<file path="src/rtl/imem_pkg.sv">
// imem_pkg: shared states and sizing defaults for the instruction-memory loader.
package imem_pkg;
  localparam int DEPTH_DEF = 32;
  localparam int AW_DEF = 8;
  localparam int HDR_BYTES = 2;
  localparam int WORD_BYTES = 4;
  typedef enum logic [2:0] {IDLE, LEN_HI, LEN_LO, DATA, DONE, ERR} state_t;
endpackage

</file>
<file path="src/rtl/imem_ram.sv">
// imem_ram: DEPTH x 32 instruction RAM, sync write, async read, sync clear on reset.
module imem_ram #(
  parameter int DEPTH = 32
) (
  input  logic                       clk,
  input  logic                       reset,
  input  logic                       we,
  input  logic [$clog2(DEPTH)-1:0]   waddr,
  input  logic [31:0]                wdata,
  input  logic [31:0]                addr,
  output logic [31:0]                rdata
);
  localparam int IW = $clog2(DEPTH);
  logic [31:0] mem [DEPTH];
  logic unused;
  assign unused = ^addr[1:0];
  // Whole word index is range-checked so aliasing addresses above the array read 0.
  assign rdata = (addr[31:2] < 30'(DEPTH)) ? mem[addr[IW+1:2]] : 32'h0;
  always_ff @(posedge clk)
    if (reset) for (int i = 0; i < DEPTH; i++) mem[i] <= 32'h0;
    else if (we) mem[waddr] <= wdata;
endmodule

</file>
<file path="src/rtl/imem_loader.sv">
// imem_loader: byte-stream program loader filling the fetch-stage instruction RAM.
module imem_loader import imem_pkg::*; #(
  parameter int DEPTH = DEPTH_DEF,
  parameter int AW = AW_DEF
) (
  input  logic          clk,
  input  logic          reset,
  input  logic          start,
  input  logic [7:0]    byte_in,
  input  logic          byte_valid,
  output logic          byte_ready,
  input  logic [31:0]   addr,
  output logic [31:0]   data,
  output logic          cpu_hold,
  output logic          done,
  output logic          error,
  output logic [AW-1:0] words_loaded
);
  state_t state, nxt;
  logic [15:0] n, n_new;
  logic [AW-1:0] ptr;
  logic [1:0] cnt;
  logic [31:0] asm_r;
  logic xfer, last;
  assign words_loaded = ptr;
  always_comb begin
    byte_ready = state inside {LEN_HI, LEN_LO, DATA};
    cpu_hold = state != DONE;
    done = state == DONE;
    error = state == ERR;
    xfer = byte_valid && byte_ready;
    last = xfer && state == DATA && cnt == 2'(WORD_BYTES - 1);
    n_new = {n[15:8], byte_in};
    nxt = state;
    case (state)
      LEN_HI: nxt = xfer ? LEN_LO : state;
      LEN_LO: nxt = !xfer ? state : n_new == 16'd0 ? DONE : n_new > 16'(DEPTH) ? ERR : DATA;
      DATA:   nxt = (last && 16'(ptr) + 16'd1 == n) ? DONE : state;
      default: nxt = start ? LEN_HI : state;
    endcase
  end
  always_ff @(posedge clk)
    if (reset) begin
      state <= IDLE;
      n <= '0;
      ptr <= '0;
      cnt <= '0;
      asm_r <= '0;
    end else begin
      state <= nxt;
      if (xfer && state == LEN_HI) n[15:8] <= byte_in;
      if (xfer && state == LEN_LO) begin
        n[7:0] <= byte_in;
        ptr <= '0;
        cnt <= '0;
      end
      if (xfer && state == DATA) begin
        asm_r <= {asm_r[23:0], byte_in};
        cnt <= cnt + 2'd1;
      end
      if (last) ptr <= ptr + 1'b1;
    end
  imem_ram #(.DEPTH(DEPTH)) u_ram (
    .clk(clk),
    .reset(reset),
    .we(last),
    .waddr(ptr[$clog2(DEPTH)-1:0]),
    .wdata({asm_r[23:0], byte_in}),
    .addr(addr),
    .rdata(data)
  );
endmodule

</file>
<file path="config.mk">
export PLATFORM = sky130hd
export DESIGN_NAME = imem_loader
export DESIGN_NICKNAME = d
export VERILOG_FILES = /design/src/rtl/imem_pkg.sv /design/src/rtl/imem_ram.sv /design/src/rtl/imem_loader.sv
export SDC_FILE = /design/constraint.sdc
export NUM_CORES = 1
export LEC_CHECK = 0
export CAP_MARGIN = 30
export CORE_MARGIN = 3
export CORE_UTILIZATION = 40
export DETAILED_ROUTE_END_ITERATION = 6
export SLEW_MARGIN = 20
export SYNTH_ARGS = -nofsm -noshare
export SYNTH_HDL_FRONTEND = slang
export SYNTH_SLANG_ARGS = --single-unit
</file>
<file path="constraint.sdc">
create_clock -name clk -period 2.2 [get_ports clk]
set_input_delay 0.33 -clock clk [delete_from_list [all_inputs] [get_ports clk]]
set_output_delay 0.33 -clock clk [all_outputs]
set_load 0.005 [all_outputs]
</file>
==> results of run 1 <==
cells by family (layout without fill, tap and decap cells):
group                    Yosys count  count (layout)
AO/OA/AOI/OAI                    154             154
XOR/XNOR                          12              12
adder cells (fa/ha/maj)            5               5
buffers and inverters            328             699
flip-flops                      1077            1077
multiplexers                     330             330
AND/OR/NAND/NOR                 1310            1310
metal layers:
layer	vias up	track usage	routed length (µm)
met2	845	0.368	68900
met5	-	0	13
met4	2	0.0576	3020
li1	12300	-	-
met3	175	0.0280	7610
met1	14700	0.295	57200
per-stage QoR:
stage               utilization  hold slack, ns
CTS                       0.488           0.160
floorplan                     -           0.436
global route              0.489           0.187
global placement          0.456           0.446
finish                    0.489           0.177
detailed placement        0.456           0.454
power groups by stage:
stage / combinational [mW] / clock (mW) / sequential, mW
finish: 3.95 / 18.6 / 23.6
global route: 4.16 / 19.7 / 23.7
CTS: 3.93 / 18.9 / 23.6
detailed placement: 3.77 / 0 / 24.1
global placement: 3.77 / 0 / 24.0
floorplan: 2.10 / 0 / 23.9
synthesized netlist by cell type, drive strengths merged:
cell type,number,area share
a211oi,64,0.0098
a21oi,71,0.0072
a221oi,1,0.00018
a22oi,1,0.00015
a311oi,3,0.00054
a31oi,3,0.00038
a32o,1,0.00020
and2,994,0.13
and3,3,0.00038
and4b,1,0.00020
buf,61,0.0088
clkbuf,262,0.020
clkinv,1,0.000076
dfxtp,53,0.022
edfxtp,1024,0.63
ha,5,0.0013
inv,4,0.00031
mux2i,41,0.0084
mux4,289,0.13
nand2,85,0.0069
nand2b,1,0.00013
nand3,7,0.00082
nand3b,4,0.00061
nand4,1,0.00013
nor2,88,0.0074
nor2b,34,0.0043
nor3,38,0.0039
nor3b,4,0.00061
nor4,7,0.00089
nor4b,1,0.00018
o211ai,1,0.00015
o21a,1,0.00015
o21ai,6,0.00061
o31ai,1,0.00025
o32ai,1,0.00018
or2,32,0.0041
or3,5,0.00064
or3b,2,0.00036
or4,3,0.00046
xnor2,7,0.0012
xor2,5,0.00089
state kept, by name, summed over array words and instances, names as in the netlist:
register	flops
cnt	2
asm_r	24
u_ram.mem	1024
n	16
state	3
words_loaded	8
layout by cell type (no fill, tap or decap), types with 24 or more instances in the layout:
master and instances:
buf_2 30, dfxtp_1 50, and2_1 994, clkbuf_1 32, a211oi_2 24, nor3_1 38, nor2_1 50, buf_4 299
clkdlybuf4s50_1 43, or2_4 32, a211oi_1 25, mux4_2 289, mux2i_1 40, clkbuf_16 119, nor2b_1 24, buf_12 104
a21oi_1 40, edfxtp_1 1024, nand2_1 80
repair_timing:
| action | CTS | global route |
|---|---|---|
| endpoints found under the setup margin | 39 | 54 |
| resized for setup | 227 | 30 |
| setup buffers | 1 | 0 |
| pin swaps | 61 | 23 |
worst paths after layout:
kind                                    endpoint  cells past startpoint
worst min-delay path                        n[8]                      3
worst max register to register  u_ram.mem[26][4]                      8
worst max-delay path                     data[2]                      6
worst min register to register         asm_r[22]                      2
layout make-up:
type	instances	area share
clock buffer	163	0.0552
clock inverter	44	0.00544
inverter	5	0.000381
multi-input combinational	1811	0.281
sequential	1077	0.538
tap	1612	0.0341
timing repair buffer	487	0.0855
worst min-delay path: stages:
cell and delay [ns]:
buf_4 0.14, buf_12 0.22, nor2_1 0.13
==> results_dict.tcl, run 1 <==
set metrics [dict create \
    seqCellArea_um2 31800 \
    cts_buffers 112 \
    intPower_mw 36.0 \
    placed_cells 5000 \
    netlist_instances 3216 \
    swShare 0.221 \
    worstSetupStartpointType "flop" \
    hold_class "input pin to flop" \
    dieArea_um2 127000 \
    finalHoldViolCount 0 \
    arrival_ns 2.59 \
    p_seq_frac 0.512 \
    num_vias 28000 \
    slowest_stage "mux4_2" \
    dpl_worst_slack_ns -1.25 \
    cellPowerDensity_nw_per_um2 781 \
    cts_tree "yes" \
    synth_area_um2 49100 \
    fp-row-count 127 \
    worst_pin_slew_ns 0.607 \
    multi_input_area_um2 16600 \
    rsz0062_at_grt "yes" \
    finalCritPeriodShare 1.33 \
    slew_headroom 0.594 \
    path_class "flop to output port" \
    fp.dieH_um 356 \
    route.antenna.remaining_nets 0 \
    clock_latency_ns 0.68 \
    wire_per_inst_um 26.3 \
    grt_first_pass_wirelength_mm 201 \
    syn_nets 3265 \
    avgSynthCellArea_um2 15.3 \
    first_iter_violations 2571 \
    diodes 0 \
    crit_family "multiplexers" \
    yosysSeqAreaShare 0.648 \
    required_ns 1.87 \
    fillCellCount 10000 \
    num_io_pins 88 \
    cts_root_buf "clkbuf_16" \
    synth_compound_area_frac 0.0198 \
    dpl.hpwl_mm 89.3 \
    clockBufferDepth 3 \
    synthDistinctLibCells 50 \
    io_buffers 85 \
    drive_gt1_frac 0.295 \
    fin_crit_ns 2.92 \
    leakage_nw 20.6 \
    stdcell_count 5199 \
    gr-total-overflow 0 \
    synthAdderAreaFrac 0.00127 \
    critPathMaxStageDelay_ns 0.57 \
    fin_ws_ns -0.725 \
    yosys_register_bits 1077 \
    drt-total-wl_mm 137 \
    postPlaceCellArea_um2 55200 \
    setup_viol 32 \
    worstHoldStart "reset" \
    cp-end-kind "output port" \
    grt_max_degree 87 \
    grt_pass1_vias 29200 \
    first_pass_iters 7 \
    groute.usage.overall 0.217 \
    max_freq_mhz 342 \
    vias_per_cell 5.39 \
    htree_levels 3 \
    crit_top_cell "mux4_2" \
    irDropWorstVdd_v 0.000659 \
    synth_top_family_by_area "simple AND/OR/NAND/NOR gates" \
    gp_congestion 0.810 \
    area_growth_syn_to_layout_pct 20.4 \
    cts.clk_slew.worst_paths_ns 0.06 \
    yosys_warnings 0 \
    critical_path_buf_inv_count 2 \
    violations "setup timing" \
    crit_start "u_ram.mem[23][2]" \
    synth_xor_area_frac 0.00214 \
    initial_utilization 0.406 \
    total_power_mw 46.2 \
    timing_max_transition_violations_final 0 \
    nNetsFinal 3543 \
    finalClockSkew_ns 0.0287 \
    pwr-share-clk 0.402 \
    clock-sinks 1077 \
    hold_buffers 0 \
    final_area_um2 59100 \
    synth.area.mux_share 0.141 \
    fp.dieW_um 356 \
    r2r_slack_ns 0.09 \
    timing.rr.start "state[2]" \
    status "finished with violations" \
    p_switching_mw 10.2 \
    antenna_found_initial 3 \
    yosys.area_share.simple 0.159 \
    drv_cap 0 \
    crit_chain "mux4_2 -> mux4_2 -> a21oi_2 -> buf_4 -> nor2_2 -> buf_2" \
    comb_power_share 0.086 \
    setup_tns_ns -19.63 \
    crit_fanout 1 \
    core_area_um2 121000 \
    remaining_drc_errors 0 \
]
Note: power is estimated with default switching activity, not from simulation.
==> inputs of run 2 (changes only) <==
ABC_AREA = 1   (was default)
==> run 2 against run 1 <==
  * The flow still finishes with violations (setup timing)
  * Core utilization increased by 1.5 points
  * Sequential share of layout area is 0.40 points lower
  * Combinational power up 42%
  * Global-route usage increased by 3.3 points
  * Synthesized cell count rose by 49%
  * Fmax rose by 20%
  * Area after synthesis shrank 2.7%
  * Via count up 35%
  * Critical endpoint is now data[4]
  * Highest routed layer is now met4
==> results_dict.tcl, run 2 <==
set metrics [dict create \
    clock-sinks 1077 \
    intPower_mw 36.6 \
    clockBufferDepth 3 \
    grt_first_pass_wirelength_mm 233 \
    p_seq_frac 0.487 \
    synthMostInstantiatedCell "nand2_1" \
    gr-usage-met2 0.408 \
    wire_per_inst_um 23.7 \
    crit_fanout 1 \
    comb_power_share 0.115 \
    grt_max_degree 51 \
    use_met3 0.0317 \
    dieArea_um2 124000 \
    final_common_cell "nor2_1" \
    route.antenna.remaining_nets 0 \
    drive_gt1_frac 0.203 \
    path_class "flop to output port" \
    hold_class "input pin to flop" \
    cts.clk_slew.worst_paths_ns 0.06 \
    dpl.hpwl_mm 95.1 \
    fin_crit_ns 2.44 \
    synth_area_um2 47700 \
    htree_levels 3 \
    vias_per_cell 5.67 \
    grt_pass1_vias 36800 \
    cts_buffers 111 \
    status "finished with violations" \
    clock_latency_ns 0.70 \
    cellPowerDensity_nw_per_um2 819 \
    synthDistinctLibCells 36 \
    groute.usage.overall 0.250 \
    initial_utilization 0.404 \
    rsz0062_at_grt "yes" \
    syn_nets 4839 \
    yosys_warnings 0 \
    setup_viol 32 \
    netlist_instances 4790 \
    synth_area_leader_cell "edfxtp_1" \
    nNetsFinal 5079 \
    leakage_nw 21.3 \
    first_iter_violations 4074 \
    finalClockSkew_ns 0.0240 \
    worstSetupStartpointType "flop" \
    gr-total-overflow 0 \
    first_pass_iters 5 \
    slew_headroom 0.429 \
    pwr-share-clk 0.398 \
    synthTopCellsByCount "nand2_1, nor2_1, edfxtp_1" \
    dpl_worst_slack_ns -1.04 \
    swShare 0.251 \
    cts_tree "yes" \
    yosysSeqAreaShare 0.666 \
    io_buffers 85 \
    ys_top_cells_by_area "edfxtp_1, nand2_1, nor2_1, nand3_1, a21oi_1" \
    violations "setup timing" \
    hold_buffers 0 \
    max_freq_mhz 411 \
    diodes 0 \
    num_io_pins 88 \
    drv_cap 0 \
    synth_edf_count 1024 \
    finalHoldViolCount 0 \
    gp_congestion 0.870 \
    cts_root_buf "clkbuf_16" \
    worst_pin_slew_ns 0.857 \
    fp-row-count 126 \
    fp.dieH_um 351 \
    fin_ws_ns -0.236 \
    drt-total-wl_mm 158 \
    finalCritPeriodShare 1.11 \
    core_area_um2 118000 \
    antenna_found_initial 0 \
    irDropWorstVdd_v 0.000749 \
    yosys_register_bits 1077 \
    use_met1 0.343 \
    stdcell_count 6661 \
    async_reset_ff_frac 0 \
    placed_cells 6414 \
    p_switching_mw 12.3 \
    yosysTopAreaCellShare 0.644 \
    final_cell_mix "nor2_1, edfxtp_1, nand2_1, nand3_1, buf_4" \
    synth_ff_type "edfxtp_1" \
    cp-end-kind "output port" \
    fp.dieW_um 351 \
    reg.largest.list "u_ram.mem x1024, asm_r x24, n x16" \
    avgSynthCellArea_um2 9.97 \
    remaining_drc_errors 0 \
    arrival_ns 2.11 \
    required_ns 1.87 \
    largest_reg_flops 1024 \
    top_usage_layer "met2" \
    timing_max_transition_violations_final 0 \
    total_power_mw 48.8 \
    num_vias 37800 \
    holdWs_ns 0.455 \
    area_growth_syn_to_layout_pct 24.8 \
    top_register "u_ram.mem" \
]
run 2: final cells by class:
cell class | count | area [µm²]
fillers | 10500 | 58700
clock inverters | 85 | 855
well taps | 1536 | 1920
clock buffers | 123 | 2850
flip-flops and latches | 1077 | 31800
repair inverters | 1 | 11.3
repair buffers | 555 | 6150
inverters | 71 | 303
multi-input cells | 3213 | 15700
run 2: worst max-delay path, cell delays in order (launching register included):
cell and delay, ns:
edfxtp_1 0.37, a21oi_1 0.20, a22oi_2 0.10, nand2_1 0.08
nand3_2 0.10, nand2_4 0.12, nand2_1 0.09, nand2_2 0.09
a21oi_2 0.04, clkdlybuf4s15_2 0.24
run 2: final timing paths:
kind / startpoint / to / slack [ns] / cells past startpoint
setup / recovery: u_ram.mem[11][4] / data[4] / -0.24 / 9
hold / removal: reset / words_loaded[4] / 0.45 / 3
setup reg to reg: cnt[0] / u_ram.mem[17][0] / 0.18 / 9
hold reg to reg: cnt[1] / cnt[1] / 0.47 / 2
run 2: cells by family after synthesis:
| family | share of synthesized area |
|---|---|
| and+or+nand+nor | 0.219 |
| DFF | 0.666 |
| AOI/OAI and AO/OA | 0.0733 |
| buffers and inverters | 0.0404 |
| adders and majority gates | 0.00131 |
| xor gates and xnor gates | 0.000183 |
run 2: power by group through the flow:
stage	combinational (mW)	clock [mW]	sequential, mW
floorplan	2.59	0	24.1
CTS	5.36	19.6	23.8
global route	5.99	20.4	23.9
finish	5.62	19.4	23.8
global placement	4.96	0	24.2
detailed placement	5.00	0	24.2
run 2: stage by stage:
step | utilization | instance area (µm²) | setup TNS, ns
2_1_floorplan | - | 47900 | -76.83
3_5_place_dp | 0.454 | 53700 | -409.19
5_1_grt | 0.504 | 59600 | -7.68
3_3_place_gp | 0.454 | 53700 | -361.91
4_1_cts | 0.497 | 58700 | -6.94
6_report | 0.504 | 59600 | -5.48
run 2: metal layers:
layer / up-vias / share of wire / routed length [µm]
met4: 0 / 0.031 / 4890
met2: 1957 / 0.48 / 75600
met3: 261 / 0.085 / 13500
met1: 18700 / 0.40 / 63800
met5: - / 0 / 0
li1: 16900 / - / -
run 2: timing repair:
action	CTS	global route
pin swaps	90	138
cloned	10	7
setup buffers	15	12
setup endpoints to repair	36	37
resized for setup	462	170
